## src/rtl/fb_pkg.sv

```systemverilog
// ---------------------------------------------------------------------------
// fb_pkg
// Shared definitions for the frame buffer access path: bus widths, default
// raster geometry and arbitration limit, the pixel tag carried from the
// buffer read to the palette stage, and a wrapping address increment.
// ---------------------------------------------------------------------------
package fb_pkg;

    localparam int FB_ADDR_W   = 13;
    localparam int FB_COLOUR_W = 2;

    localparam int DEF_H_PIXELS      = 128;
    localparam int DEF_V_LINES       = 64;
    localparam int DEF_HOST_MAX_WAIT = 4;

    // One scanout pixel as it travels from the buffer to the palette.
    typedef struct packed {
        logic [FB_COLOUR_W-1:0] colour;
        logic                   sof;
        logic                   eol;
    } px_tag_t;

    localparam int PX_TAG_W = $bits(px_tag_t);

    // Increment that returns to zero after reaching 'last'.
    function automatic logic [FB_ADDR_W-1:0] wrap_inc(
        input logic [FB_ADDR_W-1:0] value,
        input logic [FB_ADDR_W-1:0] last
    );
        return (value == last) ? '0 : value + 1'b1;
    endfunction

endpackage

```

## src/rtl/fb_access_arbiter_fifo.sv

```systemverilog
// ---------------------------------------------------------------------------
// fb_skid_fifo
// Two-entry FIFO of pixel tags between the frame buffer read port and the
// palette stage. Push and pop may happen in the same cycle. The head is
// exposed as a valid/ready stream and reads as zero while empty.
//
// Ports
//   clk, rst    clock, asynchronous active-high reset (empties the FIFO)
//   push        write push_data this cycle (caller guarantees room)
//   push_data   packed px_tag_t
//   head_valid  FIFO not empty
//   head_ready  consumer takes the head this cycle when head_valid
//   head_data   packed px_tag_t at the head, zero when empty
//   count       current occupancy, 0..2
// ---------------------------------------------------------------------------
module fb_skid_fifo
    import fb_pkg::*;
(
    input  logic                clk,
    input  logic                rst,
    input  logic                push,
    input  logic [PX_TAG_W-1:0] push_data,
    output logic                head_valid,
    input  logic                head_ready,
    output logic [PX_TAG_W-1:0] head_data,
    output logic [1:0]          count
);

    logic [PX_TAG_W-1:0] mem_q [2];
    logic [PX_TAG_W-1:0] mem_d [2];
    logic                wr_ptr_q, wr_ptr_d;
    logic                rd_ptr_q, rd_ptr_d;
    logic [1:0]          count_q, count_d;
    logic                pop;

    assign head_valid = (count_q != 2'd0);
    assign pop        = head_valid && head_ready;
    assign head_data  = head_valid ? mem_q[rd_ptr_q] : '0;
    assign count      = count_q;

    always_comb begin
        // NOTE: every signal assigned here gets a default first so no path leaves it unassigned (no latch).
        mem_d    = mem_q;
        wr_ptr_d = wr_ptr_q;
        rd_ptr_d = rd_ptr_q;
        count_d  = count_q;

        if (push) begin
            mem_d[wr_ptr_q] = push_data;
            wr_ptr_d        = ~wr_ptr_q;
        end
        if (pop) begin
            rd_ptr_d = ~rd_ptr_q;
        end

        case ({push, pop})
            2'b10:   count_d = count_q + 2'd1;
            2'b01:   count_d = count_q - 2'd1;
            default: count_d = count_q;
        endcase
    end

    // NOTE: state registers use non-blocking assignments so every flop samples pre-edge values.
    always_ff @(posedge clk or posedge rst) begin
        if (rst) begin
            wr_ptr_q <= 1'b0;
            rd_ptr_q <= 1'b0;
            count_q  <= 2'd0;
        end else begin
            wr_ptr_q <= wr_ptr_d;
            rd_ptr_q <= rd_ptr_d;
            count_q  <= count_d;
        end
    end

    // NOTE: entry storage is not reset; it is only observable through head_data, which is masked while empty.
    always_ff @(posedge clk) begin
        mem_q <= mem_d;
    end

endmodule

```

## src/rtl/fb_access_arbiter.sv

```systemverilog
// ---------------------------------------------------------------------------
// fb_access_arbiter
// Shares the single-port frame buffer between host pixel writes and raster
// scanout reads. Each cycle at most one access is granted. Scanout reads are
// credit limited so the two-entry skid FIFO can never overflow; a host write
// that keeps losing to scanout is forced through after HOST_MAX_WAIT cycles.
//
// Ports
//   clk, rst     clock, asynchronous active-high reset
//   wr_req       host write request, wr_addr/wr_colour held until wr_ack
//   wr_addr      host pixel address
//   wr_colour    host pixel colour
//   wr_ack       host write accepted this cycle (also for out-of-range addresses)
//   scan_en      allow new scanout reads
//   fb_addr      buffer write address (zero unless a host write is granted)
//   fb_colour    buffer write data    (zero unless a host write is granted)
//   fb_ie_n      buffer write strobe, active low
//   fb_rd_addr   buffer read address (current scan address)
//   fb_oe        buffer read enable
//   fb_rd_data   buffer read data, valid the cycle after fb_oe
//   px_valid     pixel stream valid
//   px_ready     pixel stream ready
//   px_colour    pixel colour
//   px_sof       pixel is address 0
//   px_eol       pixel is the last of its line
//   frame_done   one-cycle pulse after the last pixel of a frame is handed off
// ---------------------------------------------------------------------------
module fb_access_arbiter
    import fb_pkg::*;
#(
    parameter int H_PIXELS      = DEF_H_PIXELS,
    parameter int V_LINES       = DEF_V_LINES,
    parameter int HOST_MAX_WAIT = DEF_HOST_MAX_WAIT
) (
    input  logic                   clk,
    input  logic                   rst,
    input  logic                   wr_req,
    input  logic [FB_ADDR_W-1:0]   wr_addr,
    input  logic [FB_COLOUR_W-1:0] wr_colour,
    output logic                   wr_ack,
    input  logic                   scan_en,
    output logic [FB_ADDR_W-1:0]   fb_addr,
    output logic [FB_COLOUR_W-1:0] fb_colour,
    output logic                   fb_ie_n,
    output logic [FB_ADDR_W-1:0]   fb_rd_addr,
    output logic                   fb_oe,
    input  logic [FB_COLOUR_W-1:0] fb_rd_data,
    output logic                   px_valid,
    input  logic                   px_ready,
    output logic [FB_COLOUR_W-1:0] px_colour,
    output logic                   px_sof,
    output logic                   px_eol,
    output logic                   frame_done
);

    localparam int                   FB_SIZE     = H_PIXELS * V_LINES;
    localparam logic [FB_ADDR_W:0]   FB_SIZE_EXT = (FB_ADDR_W + 1)'(FB_SIZE);
    localparam logic [FB_ADDR_W-1:0] LAST_ADDR   = FB_ADDR_W'(FB_SIZE - 1);
    localparam logic [FB_ADDR_W-1:0] LAST_COL    = FB_ADDR_W'(H_PIXELS - 1);
    localparam int                   WAIT_W      = $clog2(HOST_MAX_WAIT + 1);
    localparam logic [WAIT_W-1:0]    WAIT_MAX    = WAIT_W'(HOST_MAX_WAIT);

    // Scan position: linear address plus column so eol needs no divider.
    logic [FB_ADDR_W-1:0] scan_addr_q, scan_addr_d;
    logic [FB_ADDR_W-1:0] scan_col_q,  scan_col_d;
    logic [WAIT_W-1:0]    wait_cnt_q,  wait_cnt_d;
    // Read issued last cycle whose data arrives on fb_rd_data now.
    logic                 inflight_q,     inflight_d;
    logic                 inflight_sof_q, inflight_sof_d;
    logic                 inflight_eol_q, inflight_eol_d;
    // Address of the next pixel to be handed off, used to spot end of frame.
    logic [FB_ADDR_W-1:0] out_addr_q, out_addr_d;
    logic                 frame_done_q, frame_done_d;

    logic                 scan_cand, host_cand;
    logic                 scan_grant, host_grant;
    logic [2:0]           in_use;
    logic [1:0]           fifo_count;
    logic                 px_pop;
    px_tag_t              push_tag, head_tag;
    logic [PX_TAG_W-1:0]  head_bits;

    // ---------------- arbitration ----------------
    always_comb begin
        px_pop = px_valid && px_ready;
        // Entries still claimed after this cycle's handoff; counting the pop
        // lets scanout sustain one read per cycle while the palette keeps up.
        in_use = 3'(fifo_count) + 3'(inflight_q) - 3'(px_pop);
        // Grants are masked during reset because the access outputs are
        // combinational from the request inputs.
        scan_cand  = !rst && scan_en && (in_use < 3'd2);
        host_cand  = !rst && wr_req;
        host_grant = host_cand && (!scan_cand || (wait_cnt_q >= WAIT_MAX));
        scan_grant = scan_cand && !host_grant;
    end

    // ---------------- buffer access outputs ----------------
    always_comb begin
        wr_ack     = host_grant;
        fb_addr    = host_grant ? wr_addr   : '0;
        fb_colour  = host_grant ? wr_colour : '0;
        // Out-of-range writes are acknowledged and silently dropped.
        fb_ie_n    = !(host_grant && ({1'b0, wr_addr} < FB_SIZE_EXT));
        fb_oe      = scan_grant;
        fb_rd_addr = scan_addr_q;
    end

    // ---------------- next state ----------------
    always_comb begin
        scan_addr_d    = scan_addr_q;
        scan_col_d     = scan_col_q;
        wait_cnt_d     = wait_cnt_q;
        inflight_d     = scan_grant;
        inflight_sof_d = inflight_sof_q;
        inflight_eol_d = inflight_eol_q;
        out_addr_d     = out_addr_q;
        frame_done_d   = 1'b0;

        if (host_grant) begin
            wait_cnt_d = '0;
        end else if (wr_req && (wait_cnt_q != WAIT_MAX)) begin
            wait_cnt_d = wait_cnt_q + 1'b1;
        end

        if (scan_grant) begin
            inflight_sof_d = (scan_addr_q == '0);
            inflight_eol_d = (scan_col_q == LAST_COL);
            scan_addr_d    = wrap_inc(scan_addr_q, LAST_ADDR);
            scan_col_d     = wrap_inc(scan_col_q, LAST_COL);
        end

        if (px_pop) begin
            out_addr_d   = wrap_inc(out_addr_q, LAST_ADDR);
            frame_done_d = (out_addr_q == LAST_ADDR);
        end
    end

    always_ff @(posedge clk or posedge rst) begin
        if (rst) begin
            scan_addr_q    <= '0;
            scan_col_q     <= '0;
            wait_cnt_q     <= '0;
            inflight_q     <= 1'b0;
            inflight_sof_q <= 1'b0;
            inflight_eol_q <= 1'b0;
            out_addr_q     <= '0;
            frame_done_q   <= 1'b0;
        end else begin
            scan_addr_q    <= scan_addr_d;
            scan_col_q     <= scan_col_d;
            wait_cnt_q     <= wait_cnt_d;
            inflight_q     <= inflight_d;
            inflight_sof_q <= inflight_sof_d;
            inflight_eol_q <= inflight_eol_d;
            out_addr_q     <= out_addr_d;
            frame_done_q   <= frame_done_d;
        end
    end

    // ---------------- pixel path ----------------
    always_comb begin
        push_tag.colour = fb_rd_data;
        push_tag.sof    = inflight_sof_q;
        push_tag.eol    = inflight_eol_q;
        head_tag        = px_tag_t'(head_bits);
    end

    fb_skid_fifo u_fifo (
        .clk        (clk),
        .rst        (rst),
        .push       (inflight_q),
        .push_data  (push_tag),
        .head_valid (px_valid),
        .head_ready (px_ready),
        .head_data  (head_bits),
        .count      (fifo_count)
    );

    assign px_colour  = head_tag.colour;
    assign px_sof     = head_tag.sof;
    assign px_eol     = head_tag.eol;
    assign frame_done = frame_done_q;

endmodule

```

## config.mk

```make
export PLATFORM = sky130hd
export DESIGN_NAME = fb_access_arbiter
export DESIGN_NICKNAME = d
export VERILOG_FILES = /design/src/rtl/fb_pkg.sv /design/src/rtl/fb_access_arbiter_fifo.sv /design/src/rtl/fb_access_arbiter.sv
export SDC_FILE = /design/constraint.sdc
export NUM_CORES = 1
export LEC_CHECK = 0
export CORE_UTILIZATION = 40
export CTS_CLUSTER_SIZE = 24
export DETAILED_ROUTE_END_ITERATION = 10
export HOLD_SLACK_MARGIN = 0.06
export PLACE_DENSITY = 0.68
export REMOVE_ABC_BUFFERS = 1
export SLEW_MARGIN = 20
export SYNTH_ARGS = -nofsm -noshare
export SYNTH_HDL_FRONTEND = slang
export SYNTH_HIERARCHICAL = 1
export SYNTH_SLANG_ARGS = --single-unit
export TNS_END_PERCENT = 10
```

## constraint.sdc

```tcl
create_clock -name clk -period 4.35 [get_ports clk]
set_clock_uncertainty 0.15 [all_clocks]
set_input_delay 1.305 -clock clk [delete_from_list [all_inputs] [get_ports clk]]
set_output_delay 1.305 -clock clk [all_outputs]
set_load 0.02 [all_outputs]
```

==> impl_metrics.toml <==
[run]
cap_viol_max_count = 0

[drt]
wl_met3_um = 221
drt-met1-wl_um = 2980
drt_iter0_drc = 94
wire_per_inst_um = 14.4
drt-vias-per-instance = 5.19
ant_nets = 0
first_pass_iters = 4
vias = 2431
routed.top_layer = "met4"
drc = 0
drt-total-wl_um = 6720
wl_met2_um = 3450

[timing]
fmax_ghz = 0.214
post-route-period-util_pct = 107
setup_viol = 18
finalWorstSetupSlack_ps = -313
fin_hold_ws_ps = 327
slew-limit-headroom_pct = 61.6
rsz0062_at_grt = "yes"
hold_viol_final = 0
tightestPinTransition_ps = 576
final.min_clock_period_ps = 4660
slew_viol_final = 0

[power]
p_int_mw = 1.29
power.total_mw = 2.08
pwr-share-seq_pct = 38.6
p_sw_uw = 790
p_clk_share_pct = 20.5
vdd_drop_max_v = 0.000242
p_leak_nw = 1.79
swShare_pct = 37.9
p_comb_share_pct = 40.9
power_density_nw_per_um2 = 512

[critical_path]
worst_ep_arrival_time_ps = 3210
critPathKind = "in2out"
required_ps = 2890
start_kind = "primary input"
cpMostUsedCell = "nand2_4"
r2r_setup_slack_ps = 1080
max_stage_delay_ps = 570
reg2regPathDepth = 13
worstReg2RegStart = "u_fifo/count[0]"
critical_path.endpoint = "fb_addr[6]"
critPathMaxFanout = 6
cp_cell_sequence = "buf_8 > nand2_4 > inv_4 > ha_4 > nand2b_4 > fa_2 > nand2_4 > o311a_4 > and2_1 > buf_2"
slowest_stage = "fa_2"
end_kind = "output port"
r2r-end = "scan_col_q[9]"
cp-startpoint = "px_ready"

[cts]
htree_levels = 3
clkLatencyLatePin_ps = 340
cts_sinks = 58
ctsHoldBuffers = 0
cts_buffers = 9
cts_tree = "built"
cts-root-buf = "clkbuf_8"
cts_setup_buffers = 0
clock_path_buffers = 2
clk_pin_slew_worst_paths_ps = 70

[grt]
antenna_found_initial = 0
grt-ovfl-total = 0
grt_pass1_wl_um = 11500
grt_pass1_vias = 2401
grt_max_degree = 47
grtUsageTotal_pct = 19.5

[placement]
placed_area_um2 = 3730
dp_hpwl_um = 4500
port_buffers = 58
gp_congestion = 0.804
placed_cells = 449

[cells_and_area]
fin_nets = 395
finalNonFillerCells = 468
area_growth_pct = 37.3
fin_area_um2 = 4080
fillers = 617
drive_above_1_share_pct = 22.0
antenna_cells = 0

[yosys]
ys_async_sr_fraction_pct = 86.2
syn_inst = 288
synth_edf_count = 8
ys_warn_count = 6
synth_flop_cell = "dfrtp_1"
ys_ff_latch = 58
synth_cell_type_count = 50
syn_avg_cell_area_um2 = 10.3
yosysSeqAreaShare_pct = 50.2
netlist_area_um2 = 2970

[status]
status = "finished, violations left"
violations = "setup timing"

[floorplanning]
core_area_um2 = 7210
ios = 59
die_h_um = 88.2
dieWidth_um = 88.2
initial_core_util_pct = 41.2
die_area_um2 = 7770
std_cell_rows = 31

[hold_path]
hp-class = "reg2reg"
==> stage by stage <==
stage               setup slack, ps  TNS (ps)  util [%]
CTS                            -320     -5200      55.9
finish                         -313     -4660      56.5
global placement              -1230    -21890      51.7
detailed placement            -1270    -22740      51.7
floorplan                      -455     -6340         -
global route                   -345     -5370      56.5
==> Yosys cell counts (2+ instances only) <==
library cell  count  area share, %
dfrtp_1          50             42
nor4_1            4           0.84
nor3_1            8            1.3
ha_1              8            3.4
and3_1            7            1.5
inv_1            15            1.9
a31oi_1           2           0.42
buf_2             4           0.67
or4_1             2           0.51
edfxtp_1          8            8.1
nand3_1          14            2.4
xor2_1           15            4.4
nand2_1          23            2.9
a21oi_1           2           0.34
and2_1           16            3.4
xnor2_1          14            4.1
or3_1             3           0.63
a22o_1            5            1.5
and4_1            6            1.8
clkbuf_1          5           0.63
o211ai_1          2           0.51
nor2_1           23            2.9
nand4_1           8            1.7
o21ai_0          14            2.4
mux2i_1           5            1.7
==> cell type report <==
type,count,area (µm²),share of cell area (%)
clock inverter,7,45.0,1.11
timing repair buffer,72,694,17.0
sequential,58,1490,36.6
tap,99,124,3.04
multi-input combinational,207,1530,37.6
clock buffer,9,124,3.04
inverter,16,65.1,1.60
==> layout by cell type, fill, tap and decap left out, types with 4 or more instances in the layout <==
cell | synthesis | routed
dfrtp_1 | 50 | 50
clkdlybuf4s50_1 | 0 | 39
nor2_1 | 23 | 23
nand2_1 | 23 | 21
buf_6 | 1 | 15
nand3_1 | 14 | 14
o21ai_0 | 14 | 14
xnor2_1 | 14 | 14
xor2_1 | 15 | 14
buf_4 | 0 | 14
inv_1 | 15 | 12
and2_4 | 0 | 11
clkbuf_8 | 0 | 9
nand4_1 | 8 | 8
nor3_1 | 8 | 8
edfxtp_1 | 8 | 8
and3_1 | 7 | 7
ha_1 | 8 | 7
and4_1 | 6 | 6
a22o_1 | 5 | 5
mux2i_1 | 5 | 5
and2_1 | 16 | 5
o311a_4 | 0 | 4
nor4_1 | 4 | 4
==> routing by layer <==
layer / up-vias / global-route usage, %
met5: - / 0
met4: 0 / 7.62
met3: 6 / 4.15
met2: 49 / 33.3
met1: 1197 / 24.2
li1: 1179 / -
==> cells by family after synthesis <==
| group | after synthesis | synth area share, % |
|---|---|---|
| AND/OR/NAND/NOR | 124 | 23.4 |
| AO/OA/AOI/OAI | 36 | 8.01 |
| multiplexers | 6 | 2.06 |
| buffers and inverters | 26 | 3.71 |
| adder cells (fa/ha/maj) | 9 | 4.05 |
| flip-flops | 58 | 50.2 |
| XOR/XNOR | 29 | 8.55 |
==> worst min path at each step <==
| stage | from | end | depth (start not counted) |
|---|---|---|---|
| 2_1_floorplan | inflight_eol_q | u_fifo/mem_q[0] | 0 |
| 3_3_place_gp | inflight_eol_q | u_fifo/mem_q[4] | 0 |
| 3_5_place_dp | inflight_eol_q | u_fifo/mem_q[4] | 0 |
| 4_1_cts | inflight_eol_q | u_fifo/mem_q[4] | 0 |
| 5_1_grt | inflight_sof_q | u_fifo/mem_q[5] | 0 |
| 6_report | inflight_eol_q | u_fifo/mem_q[4] | 0 |
==> repair_timing <==
action                     4_1_cts  5_1_grt
setup endpoints to repair       18       18
gates cloned                     3        0
pin swaps                       16        8
resized for setup              123       15
==> power by group through the flow <==
stage	clock (mW)	sequential (mW)	combinational [mW]
after floorplan	0	0.806	0.387
after global placement	0	0.795	0.697
after detailed placement	0	0.804	0.723
after CTS	0.439	0.802	0.846
after global routing	0.469	0.823	0.935
final	0.427	0.804	0.853
==> registers in the layout, summed over array words and instances, names as in the netlist <==
| signal | flops |
|---|---|
| u_fifo/wr_ptr_q | 1 |
| out_addr_q | 13 |
| inflight_sof_q | 1 |
| u_fifo/count | 2 |
| inflight_eol_q | 1 |
| wait_cnt_q | 3 |
| inflight_q | 1 |
| scan_col_q | 13 |
| fb_rd_addr | 13 |
| frame_done | 1 |
| u_fifo/mem_q | 8 |
| u_fifo/rd_ptr_q | 1 |
==> worst max-delay path, delay by kind of cell <==
kind	cells	cell delay (ps)
AO/OA/AOI/OAI	1	340
buffers and inverters	3	290
AND/OR/NAND/NOR	4	460
adder cells (fa/ha/maj)	2	790
(Power assumes the default switching activity.)
